**config.mk**
```make
export PLATFORM = sky130hd
export DESIGN_NAME = clkdiv_sel_ctrl_flat
export DESIGN_NICKNAME = d
export VERILOG_FILES = /design/src/rtl/clkdiv_sel_ctrl_if.sv /design/src/rtl/clkdiv_sel_ctrl.sv /design/src/flat_wrapper.sv
export SDC_FILE = /design/constraint.sdc
export NUM_CORES = 1
export LEC_CHECK = 0
export ABC_AREA = 1
export CORE_AREA = 2 2 39 41
export CTS_CLUSTER_SIZE = 20
export DETAILED_ROUTE_END_ITERATION = 10
export DIE_AREA = 0 0 41 43
export DONT_BUFFER_PORTS = 1
export SYNTH_ARGS = -nofsm -noshare
export SYNTH_HDL_FRONTEND = slang
export SYNTH_SLANG_ARGS = --single-unit
```
**constraint.sdc**
```tcl
create_clock -name i_clk -period 4.16 [get_ports i_clk]
set_clock_uncertainty 0.1 [all_clocks]
set_input_delay 0.416 -clock i_clk [delete_from_list [all_inputs] [get_ports i_clk]]
set_output_delay 0.416 -clock i_clk [all_outputs]
set_load 0.01 [all_outputs]
```
**src/rtl/clkdiv_sel_ctrl_if.sv**
```systemverilog
// Ratio-change request channel and switch status for clkdiv_sel_ctrl.
// The master issues requests. The slave is the controller.
interface clkdiv_sel_ctrl_if #(
    parameter int unsigned SEL_W = 2
) ();
    logic             sel_req_valid;
    logic [SEL_W-1:0] sel_req;
    logic             sel_req_ready;
    logic [SEL_W-1:0] cur_sel;
    logic             switch_busy;
    logic             switch_done;
    logic             sel_err;

    modport master (
        output sel_req_valid,
        output sel_req,
        input  sel_req_ready,
        input  cur_sel,
        input  switch_busy,
        input  switch_done,
        input  sel_err
    );

    modport slave (
        input  sel_req_valid,
        input  sel_req,
        output sel_req_ready,
        output cur_sel,
        output switch_busy,
        output switch_done,
        output sel_err
    );
endinterface

```
**src/rtl/clkdiv_sel_ctrl.sv**
```systemverilog
// Runtime divide-ratio controller. A free-running counter provides taps for the divided output.
// Tap changes are deferred to the counter wrap so div_out never glitches.
module clkdiv_sel_ctrl #(
    parameter int unsigned CNT_W       = 4,
    parameter int unsigned SEL_W       = 2,
    parameter int unsigned DEFAULT_SEL = 0
) (
    input  logic             i_clk,
    input  logic             i_rst_n,
    input  logic             i_enable,
    clkdiv_sel_ctrl_if.slave sel_if,
    output logic             o_div_out,
    output logic             o_div_tick
);

    localparam logic             StIdle = 1'b0;
    localparam logic             StPend = 1'b1;
    localparam logic [CNT_W-1:0] CntMax = {CNT_W{1'b1}};
    localparam int unsigned      PadW   = 1 << SEL_W;

    logic             r_state;
    logic [CNT_W-1:0] r_cnt;
    logic [SEL_W-1:0] r_cur_sel;
    logic [SEL_W-1:0] r_pend_sel;
    logic             r_div_out;
    logic             r_div_tick;
    logic             r_done;
    logic             r_err;

    logic             w_xfer;
    logic [31:0]      w_req_ext;
    logic             w_req_bad;
    logic             w_req_same;
    logic             w_wrap;
    logic             w_switch;
    logic [CNT_W-1:0] w_cnt_nxt;
    logic [SEL_W-1:0] w_sel_nxt;
    logic [PadW-1:0]  w_cnt_pad;
    logic             w_div_nxt;

    always_comb begin
        w_xfer     = sel_if.sel_req_valid && (r_state == StIdle);
        w_req_ext  = 32'(sel_if.sel_req);
        w_req_bad  = (w_req_ext >= CNT_W);
        w_req_same = (sel_if.sel_req == r_cur_sel);
        w_wrap     = i_enable && (r_cnt == CntMax);
        w_switch   = (r_state == StPend) && w_wrap;
        w_cnt_nxt  = i_enable ? (r_cnt + CNT_W'(1)) : r_cnt;
        w_sel_nxt  = w_switch ? r_pend_sel : r_cur_sel;
        // Zero-pad so any selector value indexes a real bit.
        w_cnt_pad  = PadW'(w_cnt_nxt);
        w_div_nxt  = w_cnt_pad[w_sel_nxt];
    end

    always_ff @(posedge i_clk or negedge i_rst_n) begin
        if (!i_rst_n) begin
            r_state    <= StIdle;
            r_cnt      <= '0;
            r_cur_sel  <= SEL_W'(DEFAULT_SEL);
            r_pend_sel <= '0;
            r_div_out  <= 1'b0;
            r_div_tick <= 1'b0;
            r_done     <= 1'b0;
            r_err      <= 1'b0;
        end else begin
            r_cnt     <= w_cnt_nxt;
            r_cur_sel <= w_sel_nxt;
            r_div_out <= w_div_nxt;
            if (i_enable) begin
                r_div_tick <= w_div_nxt & ~r_div_out;
            end
            r_err  <= w_xfer & w_req_bad;
            r_done <= (w_xfer & ~w_req_bad & w_req_same) | w_switch;
            if (r_state == StIdle) begin
                if (w_xfer && !w_req_bad && !w_req_same) begin
                    r_state    <= StPend;
                    r_pend_sel <= sel_if.sel_req;
                end
            end else if (w_wrap) begin
                r_state <= StIdle;
            end
        end
    end

    assign sel_if.sel_req_ready = (r_state == StIdle);
    assign sel_if.cur_sel       = r_cur_sel;
    assign sel_if.switch_busy   = (r_state == StPend);
    assign sel_if.switch_done   = r_done;
    assign sel_if.sel_err       = r_err;
    assign o_div_out            = r_div_out;
    assign o_div_tick           = r_div_tick;

endmodule

```
**src/flat_wrapper.sv**
```systemverilog
// flat-port wrapper written by rule: the top's interface ports become plain ports
module clkdiv_sel_ctrl_flat 
#(
    parameter int unsigned CNT_W       = 4,
    parameter int unsigned SEL_W       = 2,
    parameter int unsigned DEFAULT_SEL = 0
)
  (i_clk, i_rst_n, i_enable, o_div_out, o_div_tick, sel_if_sel_req_valid, sel_if_sel_req, sel_if_sel_req_ready, sel_if_cur_sel, sel_if_switch_busy, sel_if_switch_done, sel_if_sel_err);
  clkdiv_sel_ctrl_if #(.SEL_W(SEL_W)) sel_if_i ();
  input  logic i_clk;
  input  logic i_rst_n;
  input  logic i_enable;
  output logic o_div_out;
  output logic o_div_tick;
  input wire logic [$bits(sel_if_i.sel_req_valid)-1:0] sel_if_sel_req_valid;
  input wire logic [$bits(sel_if_i.sel_req)-1:0] sel_if_sel_req;
  output wire logic [$bits(sel_if_i.sel_req_ready)-1:0] sel_if_sel_req_ready;
  output wire logic [$bits(sel_if_i.cur_sel)-1:0] sel_if_cur_sel;
  output wire logic [$bits(sel_if_i.switch_busy)-1:0] sel_if_switch_busy;
  output wire logic [$bits(sel_if_i.switch_done)-1:0] sel_if_switch_done;
  output wire logic [$bits(sel_if_i.sel_err)-1:0] sel_if_sel_err;
  assign sel_if_i.sel_req_valid = sel_if_sel_req_valid;
  assign sel_if_i.sel_req = sel_if_sel_req;
  assign sel_if_sel_req_ready = sel_if_i.sel_req_ready;
  assign sel_if_cur_sel = sel_if_i.cur_sel;
  assign sel_if_switch_busy = sel_if_i.switch_busy;
  assign sel_if_switch_done = sel_if_i.switch_done;
  assign sel_if_sel_err = sel_if_i.sel_err;
  clkdiv_sel_ctrl #(.CNT_W(CNT_W), .SEL_W(SEL_W), .DEFAULT_SEL(DEFAULT_SEL)) u_core (.i_clk(i_clk), .i_rst_n(i_rst_n), .i_enable(i_enable), .sel_if(sel_if_i), .o_div_out(o_div_out), .o_div_tick(o_div_tick));
endmodule
```
==> results.py <==
metrics = {
    "clock_network": {
        "max_buffers_root_to_sink": 2,
        "cts_root_buffer": "sky130_fd_sc_hd__clkbuf_4",
        "htree_levels": 1,
        "clock_tree_from_tritoncts": "built",
        "clk-insertion-delay-late_ns": 0.27,
        "cts.reportedPaths.clkPinSlew_ns": 0.07,
        "postCtsSetupRepairBufs": 0,
        "cts_sinks": 12,
        "cts_buffers": 3,
    },
    "routing": {
        "num_vias": 416,
        "dr_vias_cell": 4.89,
        "drtIter0Drc": 7,
        "drcViolationCount": 0,
        "drt_pass1_iterations": 2,
        "antenna_left": 0,
        "wl_um": 975,
        "detail_routed_net_length_per_standard_cell_um": 11.5,
    },
    "placement": {
        "post-place-cells": 80,
        "dpl.hpwl_um": 751,
        "buffer_ports.inserted": 0,
        "place_congestion": 0.711,
    },
    "pwr": {
        "cellPowerDensity_nw_per_um2": 751,
        "power.switching_fraction": 0.402,
        "cell_internal_pwr_w": 0.000298,
        "vdd.ir_drop.worst_v": 0.000275,
        "seqPwrFrac": 0.467,
        "net-switching-power_w": 0.000200,
        "combinationalPowerShare": 0.352,
        "leakagePower_nw": 0.321,
        "pwr-share-clk": 0.181,
    },
    "synthesis": {
        "syn-num-nets": 72,
        "synthMostInstantiatedCell": "sky130_fd_sc_hd__nand2_1",
        "asyncSetResetFlopFracSynth": 1.00,
        "synth_area_per_cell_um2": 9.30,
        "yosysTopAreaCell": "sky130_fd_sc_hd__dfrtp_1",
        "yosys_warnings": 0,
        "synth_edf_count": 0,
        "synthTopCellsByCount": "sky130_fd_sc_hd__nand2_1 (13), sky130_fd_sc_hd__dfrtp_1 (12), sky130_fd_sc_hd__nand3_1 (8), sky130_fd_sc_hd__inv_1 (6), sky130_fd_sc_hd__nor2_1 (4)",
        "synthesis.area_um2": 604,
        "synth_top_cell_area_share": 0.497,
        "synth-seq-cells": 12,
        "ys_seq_area_frac": 0.497,
        "synthDistinctLibCells": 20,
        "post_synth_main_area_contributors": "sky130_fd_sc_hd__dfrtp_1 (50%), sky130_fd_sc_hd__nand2_1 (8.1%), sky130_fd_sc_hd__nand3_1 (6.6%), sky130_fd_sc_hd__xnor2_1 (4.3%), sky130_fd_sc_hd__inv_1 (3.7%)",
        "number_of_standard_cells_after_synthesis": 65,
        "dominantRegCellSynth": "sky130_fd_sc_hd__dfrtp_1",
    },
    "worst_setup_path": {
        "crit-reg2reg-capture": "u_core.o_div_out",
        "end_kind": "flop",
        "timing.critical_path.arrival_ns": 1.60,
        "worst_r2r_startpoint": "u_core.r_cnt[0]",
        "startpoint_type": "flop",
        "critPathLaunch": "u_core.r_cnt[0]",
        "cp_max_fo": 4,
        "timing_worst_setup_path_type": "flop to flop",
        "worst-endpoint-required_ns": 4.22,
        "timing.reg2reg.setup_slack_ns": 2.62,
        "ff2ff_path_depth": 7,
        "capture_point_of_the_worst_path": "u_core.o_div_out",
    },
    "global_routing": {
        "wire_length_of_the_first_global_routing_pass_um": 1710,
        "antenna_violations_before_repair": 0,
        "via_count_of_the_first_global_routing_pass": 400,
        "globalRoute.totalOverflow": 0,
        "grt_util_overall": 0.149,
        "grt_max_degree": 13,
    },
    "flow_run": {
        "timing.max_cap.violations": 0,
    },
    "floorplanning": {
        "die_w_um": 41,
        "placement_rows": 14,
        "fp.dieH_um": 43,
        "fp.coreArea_um2": 1380,
        "die_area_um2": 1760,
        "initial_core_util": 0.437,
        "io_pins": 14,
    },
    "min_path": {
        "min_delay_path_depth": 1,
        "hold_class": "input pin to flop",
        "hp-start": "i_enable",
    },
    "sta": {
        "holdWs_ns": 0.158,
        "count_of_final_hold_check_violations": 0,
        "setup-violations-final": 0,
        "tightest_slew_ns": 0.523,
        "post-route-period-util": 0.371,
        "max_slew_margin_vs_limit": 0.650,
        "layout_min_cycle_time_ns": 1.54,
        "timing_max_transition_violations_final": 0,
        "max_freq_mhz": 649,
        "rsz0062_at_grt": "false",
        "setup_total_neg_slack_ns": 0,
    },
    "final_layout": {
        "drive_above_1_share": 0.188,
        "fin_cells": 85,
        "layout_stage_area_growth_over_the_synthesis_result_pct": 9.73,
        "finalNetCount": 77,
        "antenna_cells": 0,
    },
    "run_status": {
        "run_status": "finished clean",
    },
}
## worst max-delay path, stage by stage (launching register included)
cell and delay (ns):
sky130_fd_sc_hd__dfrtp_1 0.39, sky130_fd_sc_hd__ha_1 0.18, sky130_fd_sc_hd__nand2_2 0.08, sky130_fd_sc_hd__nor2_4 0.16
sky130_fd_sc_hd__nand3_1 0.14, sky130_fd_sc_hd__nand3_1 0.12, sky130_fd_sc_hd__nand3_1 0.09, sky130_fd_sc_hd__and2_1 0.16
## through the flow
step	setup slack (ns)	power [W]	utilization	instance area, um2
finish	2.62	0.000498	0.479	663
global route	2.50	0.000548	0.479	663
CTS	2.61	0.000507	0.479	663
detailed placement	2.63	0.000409	0.446	617
global placement	2.64	0.000405	0.446	617
floorplan	2.74	0.000375	-	604
## area by class of cell
class	count	area, um2
clock buffer	4	36.3
fill	143	721
inverter	6	22.5
multi-input combinational	46	274
sequential	12	300
tap	16	20.0
timing repair buffer	1	10.0
## repair_timing
| item | CTS | global route |
|---|---|---|
| hold buffers | 1 | 0 |
| hold endpoints to repair | 12 | 0 |
| resized for setup | 0 | 0 |
## sequential cells by signal, summed over array words and instances (netlist names)
name and flops:
u_core.o_div_out 1, u_core.o_div_tick 1, u_core.r_cnt 4, u_core.r_pend_sel 2, u_core.sel_if.cur_sel 2, u_core.sel_if.switch_busy 1, u_core.sel_if.switch_done 1
## logic make-up (layout without fill, tap and decap cells)
kind of cell	count (synthesis)	in the layout	synth area share
adders and majority gates	1	1	0.0207
buffers and inverters	7	11	0.0497
other	1	1	0.00621
and+or+nand+nor	33	33	0.286
DFF	12	12	0.497
xor gates and xnor gates	5	5	0.0849
AOI/OAI and AO/OA	6	6	0.0559
## cells in the final DEF, fill, tap and decap left out
master / count
sky130_fd_sc_hd__xor2_1: 1
sky130_fd_sc_hd__dlygate4sd3_1: 1
sky130_fd_sc_hd__o21ai_1: 1
sky130_fd_sc_hd__nand3_1: 8
sky130_fd_sc_hd__nor2_4: 1
sky130_fd_sc_hd__clkbuf_8: 1
sky130_fd_sc_hd__o21ai_0: 2
sky130_fd_sc_hd__ha_1: 1
sky130_fd_sc_hd__conb_1: 1
sky130_fd_sc_hd__inv_1: 6
sky130_fd_sc_hd__nand3_2: 1
sky130_fd_sc_hd__dfrtp_1: 12
sky130_fd_sc_hd__xnor2_1: 3
sky130_fd_sc_hd__nand2_2: 3
sky130_fd_sc_hd__nand2_4: 2
sky130_fd_sc_hd__o21ai_2: 1
sky130_fd_sc_hd__xor2_2: 1
sky130_fd_sc_hd__and2_1: 1
sky130_fd_sc_hd__nor2_1: 4
sky130_fd_sc_hd__clkbuf_4: 3
sky130_fd_sc_hd__a21oi_1: 2
sky130_fd_sc_hd__nand2_1: 13
## metal layers
layer / wire length [um] / vias up / track usage
met5: 0 / - / 0
met4: 12 / 0 / 0.100
met3: 49 / 2 / 0.0366
met2: 476 / 8 / 0.213
met1: 437 / 192 / 0.190
li1: - / 214 / -
## power groups by stage
stage / Combinational, W / Clock [W] / Sequential [W]
after global placement: 0.000171 / 0 / 0.000234
after floorplan: 0.000149 / 0 / 0.000226
after CTS: 0.000179 / 0.0000942 / 0.000234
final: 0.000176 / 0.0000902 / 0.000233
after global routing: 0.000206 / 0.0000999 / 0.000242
after detailed placement: 0.000174 / 0 / 0.000236
## how the worst min path moves through the flow
stage	endpoint	slack, ns
global placement	u_core.r_pend_sel[0]	0.02
floorplan	u_core.o_div_out	0.02
finish	u_core.r_cnt[0]	0.16
CTS	u_core.r_cnt[0]	0.15
global route	u_core.r_cnt[0]	0.14
detailed placement	u_core.r_pend_sel[0]	0.02
Note: power is estimated with default switching activity, not from simulation.
